--- config.mk ---
export PLATFORM = sky130hd
export DESIGN_NAME = regfile_scoreboard
export DESIGN_NICKNAME = d
export VERILOG_FILES = /design/src/rtl/regfile_scoreboard.sv
export SDC_FILE = /design/constraint.sdc
export NUM_CORES = 1
export LEC_CHECK = 0
export BUFFER_PORTS_ARGS = -buffer_cell sky130_fd_sc_hd__buf_2
export CELL_PAD_IN_SITES_DETAIL_PLACEMENT = 0
export CELL_PAD_IN_SITES_GLOBAL_PLACEMENT = 1
export CORE_MARGIN = 5
export CORE_UTILIZATION = 33
export CTS_BUF_LIST = sky130_fd_sc_hd__clkbuf_4
export CTS_CLUSTER_SIZE = 14
export DETAILED_ROUTE_END_ITERATION = 8
export PLACE_DENSITY_LB_ADDON = 0.1
export REMOVE_ABC_BUFFERS = 1
export SYNTH_ARGS = -nofsm -noshare
export SYNTH_HDL_FRONTEND = slang
export SYNTH_SLANG_ARGS = --single-unit
export TNS_END_PERCENT = 10
--- constraint.sdc ---
create_clock -name clk -period 2.9 [get_ports clk]
set_input_delay 0.58 -clock clk [delete_from_list [all_inputs] [get_ports clk]]
set_output_delay 0.58 -clock clk [all_outputs]
set_load 0.005 [all_outputs]
--- src/rtl/regfile_scoreboard.sv ---
// -----------------------------------------------------------------------------
// regfile_scoreboard
//   Parametrised register file with one write port and two combinational read
//   ports. It sits between decode and the ALU operand muxes. Features:
//     - two-address I/O window (no storage, raises io flags)
//     - optional hardwired zero register at address 0
//     - write-to-read bypass on both read ports
//     - per-register busy scoreboard for stalling consumers of pending loads
//
//   Ports
//     clk, rst            clock; synchronous active-high reset
//     wr_en/addr/data     write port (stores at the rising edge)
//     rd_addr1/2          read port addresses
//     rsv_en/rsv_addr     reserve: mark an address busy (pending load)
//     rd_data1/2          read data (combinational)
//     rd_io1/2, wr_io     {IO_ADDR1, IO_ADDR0} hit flags; wr_io gated by wr_en
//     rd_busy1/2          operand not yet valid
//
//   There is no valid/ready handshake on this block: wr_en and rsv_en are
//   single-cycle strobes that are acted on at the edge where they are high,
//   and every output is a pure function of current state and current inputs.
// -----------------------------------------------------------------------------
module regfile_scoreboard #(
  parameter int DATA_W   = 8,
  parameter int ADDR_W   = 4,
  parameter int IO_ADDR0 = 6,
  parameter int IO_ADDR1 = 7,
  parameter int ZERO_REG = 0
) (
  input  logic              clk,
  input  logic              rst,
  input  logic              wr_en,
  input  logic [ADDR_W-1:0] wr_addr,
  input  logic [DATA_W-1:0] wr_data,
  input  logic [ADDR_W-1:0] rd_addr1,
  input  logic [ADDR_W-1:0] rd_addr2,
  input  logic              rsv_en,
  input  logic [ADDR_W-1:0] rsv_addr,
  output logic [DATA_W-1:0] rd_data1,
  output logic [DATA_W-1:0] rd_data2,
  output logic [1:0]        rd_io1,
  output logic [1:0]        rd_io2,
  output logic [1:0]        wr_io,
  output logic              rd_busy1,
  output logic              rd_busy2
);

  localparam int DEPTH = 2 ** ADDR_W;

  // Window addresses are compared at 32 bits so a window placed beyond DEPTH
  // simply never matches instead of aliasing onto a truncated address.
  localparam logic [31:0] IO0_W = 32'(IO_ADDR0);
  localparam logic [31:0] IO1_W = 32'(IO_ADDR1);

  function automatic logic hit_io0(input logic [ADDR_W-1:0] a);
    return 32'(a) == IO0_W;
  endfunction

  function automatic logic hit_io1(input logic [ADDR_W-1:0] a);
    return 32'(a) == IO1_W;
  endfunction

  function automatic logic is_zero(input logic [ADDR_W-1:0] a);
    return (ZERO_REG != 0) && (a == '0);
  endfunction

  // An address with real storage and a real busy bit.
  function automatic logic storable(input logic [ADDR_W-1:0] a);
    return !hit_io0(a) && !hit_io1(a) && !is_zero(a);
  endfunction

  logic [DATA_W-1:0] regs_q [DEPTH];
  logic [DATA_W-1:0] regs_d [DEPTH];
  logic [DEPTH-1:0]  busy_q;
  logic [DEPTH-1:0]  busy_d;
  logic              wr_ok;
  logic              rsv_ok;

  assign wr_ok  = wr_en  && storable(wr_addr);
  assign rsv_ok = rsv_en && storable(rsv_addr);

  // Next state: a write clears busy, a same-cycle reserve then sets it again,
  // so the reservation wins while the data is still stored.
  always_comb begin
    regs_d = regs_q;
    busy_d = busy_q;
    if (wr_ok) begin
      regs_d[wr_addr] = wr_data;
      busy_d[wr_addr] = 1'b0;
    end
    if (rsv_ok) begin
      busy_d[rsv_addr] = 1'b1;
    end
  end

  always_ff @(posedge clk) begin
    if (rst) begin
      for (int i = 0; i < DEPTH; i++) begin
        regs_q[i] <= '0;
      end
      busy_q <= '0;
    end else begin
      regs_q <= regs_d;
      busy_q <= busy_d;
    end
  end

  // Read ports, handled as a two-entry array so both follow identical rules.
  logic [ADDR_W-1:0] rd_addr [2];
  logic [DATA_W-1:0] rd_data [2];
  logic [1:0]        rd_io   [2];
  logic              rd_busy [2];

  assign rd_addr[0] = rd_addr1;
  assign rd_addr[1] = rd_addr2;

  always_comb begin
    for (int p = 0; p < 2; p++) begin
      rd_io[p]   = {hit_io1(rd_addr[p]), hit_io0(rd_addr[p])};
      rd_data[p] = '0;
      rd_busy[p] = 1'b0;
      // I/O and zero addresses leave data and busy at 0.
      if (storable(rd_addr[p])) begin
        if (wr_en && (wr_addr == rd_addr[p])) begin
          // Bypass: the value being written is the value the consumer wants,
          // so it is valid now regardless of the scoreboard.
          rd_data[p] = wr_data;
        end else begin
          rd_data[p] = regs_q[rd_addr[p]];
          rd_busy[p] = busy_q[rd_addr[p]];
        end
      end
    end
  end

  assign rd_data1 = rd_data[0];
  assign rd_data2 = rd_data[1];
  assign rd_io1   = rd_io[0];
  assign rd_io2   = rd_io[1];
  assign rd_busy1 = rd_busy[0];
  assign rd_busy2 = rd_busy[1];
  assign wr_io    = wr_en ? {hit_io1(wr_addr), hit_io0(wr_addr)} : 2'b00;

endmodule
==> flow_summary.toml <==
[outcome]
status = "completed"

[timing]
finalHoldViolCount = 0
hold-worst-slack_ns = 0.324
timing.final.ws_setup_ns = 0.0177
slew_viol_final = 0
min_period_ns = 2.88
final.setup.tns_ns = 0
fin_skew_ns = 0
fin_crit_sh_pct = 99.4
fmax_mhz = 347
rsz0062_at_grt = "yes"
finalSetupViolCount = 0
tightest_slew_ns = 1.03
slew_headroom_pct = 30.9

[synthesis]
ys_seq_area_share_pct = 37.0
synth_area_leaders = "dfxtp_1 (37%), mux4_2 (20%), mux2i_1 (9.3%)"
syn_area_per_cell_sq_um = 9.82
synthCells = 792
ys_ff_latch = 144
yosys_warnings = 0
yosysUniqueCellTypes = 37
synth_ff_type = "dfxtp_1"
async_flop_share_pct = 0
synth_edf_count = 0
synth_top_area_cell = "dfxtp_1"
synth_area_sq_mm = 0.00778
synth_top_area_share_pct = 37.0

[layout]
fill_cells = 2335
nets = 880
area.sequential_sq_mm = 0.00289
final_core_util_pct = 38.7
multi_input_area_sq_mm = 0.00452
synthToLayoutAreaGrowth_pct = 16.1
final_layout_size_suffix_gt1_share_pct = 28.4

[min_path]
hold_class = "primary input to register"
whs_endpoint = "busy_q[3]"
holdPathStages = 3
min_from = "rsv_addr[1]"

[placement]
io_buffers = 51
finalWeightedCongestion = 0.843
hpwl_microns = 20800
post-place-ws_ns = 0.0383

[worst_setup_path]
crit_family = "multiplexers"
cp-start-kind = "register"
rrSetupSlack_ns = 2.13
cp_cell_sequence = "mux4_2, mux4_2, o21bai_1, o211a_1, buf_2"
crit_slowest_cell = "mux4_2"
rr_worst_depth = 2
r2r-end = "busy_q[4]"
crit_required_ns = 2.32
critPathArrivalTime_ns = 2.30
rr_startpoint = "busy_q[4]"
cp.buffers_inverters = 1
path_common_cell = "mux4_2"
worstSetupEndpointType = "output pin"
worstSetupPathType = "register to output pin"
crit_fanout = 3
max_stage_delay_ns = 0.50

[global_routing]
grt_max_degree = 64
grt_pass1_wl_microns = 43200
grtUsageTotal_pct = 21.8
antenna_found_initial = 2
first_global_vias = 6721
grt_overflow_total = 0

[clock_tree]
clkSinkCount = 144
cts-buffers-inserted = 17
cts_tree = "built"
h-tree-depth = 4
cts.reportedPaths.clkPinSlew_ns = 0.13
cts-root-buf = "clkbuf_4"
clock_path_buffers = 2
clk_latency_ns = 0.56

[detailed_routing]
vias = 6632
detail-route-antenna-nets = 0
dr.pass1.iters = 5
drc = 0
vias_per_cell = 5.59
drtIter0Drc = 511
routedWlPerCell_microns = 24.2
drt_wl_total_microns = 28700

[power_and_ir_drop]
p_per_area_mw_per_mm2 = 437
peakVddDrop_mv = 0.190
leakage_nw = 3.49

[floorplanning]
num_io_pins = 52
initial_core_util_pct = 33.3
die_h_microns = 164
die_area_sq_mm = 0.0268
rows = 56
core-area_sq_mm = 0.0233
die_w_microns = 164

[job]
maxCapViolations = 0
[registers in the layout, indices dropped and copies added, names as in the netlist]
register and count:
regs_q 128, busy_q 16
[through the flow]
stage	instance area, sq um	cells	power (W)
detailed placement	8660	1146	0.00259
CTS	9010	1184	0.00399
global placement	8660	1146	0.00258
floorplan	7400	708	0.00225
global route	9030	1186	0.00410
finish	9030	1186	0.00395
[worst register-to-register path, delay by kind of cell (launching register included)]
kind / cells / cell delay, ns
flip-flops: 1 / 0.37
AO/OA/AOI/OAI: 1 / 0.23
AND/OR/NAND/NOR: 1 / 0.07
[how the worst max path moves through the flow]
| stage | depth (start not counted) | start | endpoint |
|---|---|---|---|
| 3_5_place_dp | 6 | rd_addr2[1] | rd_data2[3] |
| 3_3_place_gp | 6 | rd_addr2[1] | rd_data2[3] |
| 6_report | 5 | regs_q[59] | rd_data2[3] |
| 4_1_cts | 5 | regs_q[27] | rd_data2[3] |
| 2_1_floorplan | 4 | wr_addr[3] | busy_q[2] |
| 5_1_grt | 5 | regs_q[35] | rd_data2[3] |
[power by group]
group          internal (W)  switching [W]
combinational      0.000202       0.000324
sequential          0.00200      0.0000195
clock              0.000603       0.000795
total               0.00281        0.00114
[kinds of logic (layout without fill, tap and decap cells)]
kind of cell           after synthesis  in the layout  synth area share [%]
AO/OA/AOI/OAI                      183            183                  12.8
XOR/XNOR                             8              8                 0.901
buffers and inverters               85            158                  4.92
flip-flops                         144            144                  37.0
multiplexers                       153            153                  31.7
other                                0              2                     0
AND/OR/NAND/NOR                    219            219                  12.6
[layer usage]
| metal | up-vias | GRT usage [%] | share of wire, % |
|---|---|---|---|
| li1 | 3004 | - | - |
| met1 | 3393 | 30.1 | 46 |
| met2 | 200 | 35.0 | 47 |
| met3 | 35 | 4.29 | 4.8 |
| met4 | 0 | 6.37 | 2.0 |
| met5 | - | 0 | 0 |
[layout by cell type (no fill, tap or decap), types with 5 or more instances in the layout]
cell,synthesis,routed
a21oi_1,94,94
a22o_1,8,8
a22oi_1,6,6
buf_12,0,7
buf_2,18,49
buf_4,7,65
clkbuf_4,0,19
dfxtp_1,144,135
dfxtp_2,0,9
mux2_2,8,8
mux2i_1,72,72
mux4_2,69,70
nand2_1,92,92
nand3_1,29,29
nor2_1,55,55
nor2b_1,23,23
o21ai_0,63,63
o31ai_1,7,7
xnor2_1,5,5
[cells in the mapped netlist (4+ instances only)]
cell      count
a22o_1        8
mux4_1        4
mux4_2       69
mux2_2        8
a22oi_1       6
nand2_1      92
dfxtp_1     144
buf_4         7
o21ai_0      63
mux2i_1      72
buf_2        18
nor2b_1      23
clkbuf_1     52
a21oi_1      94
nand3_1      29
nand3b_1      4
buf_1         5
o31ai_1       7
and2_1        4
nor2_1       55
xnor2_1       5
[final cells by class]
cell class                 instances  share of cell area [%]
clock inverter                    14                    1.81
inverter                           1                  0.0416
tap                              319                    4.42
sequential                       144                    32.0
timing repair buffer             125                    10.1
antenna                            2                  0.0554
multi-input combinational        563                    50.0
clock buffer                      18                    1.50
[what timing repair did]
item,CTS,global route
setup buffers,6,0
gates resized for setup,8,6
hold buffers,0,0
pin swaps,1,0
endpoints found under the setup margin,1,10
Power figures use the tool's default switching activity.
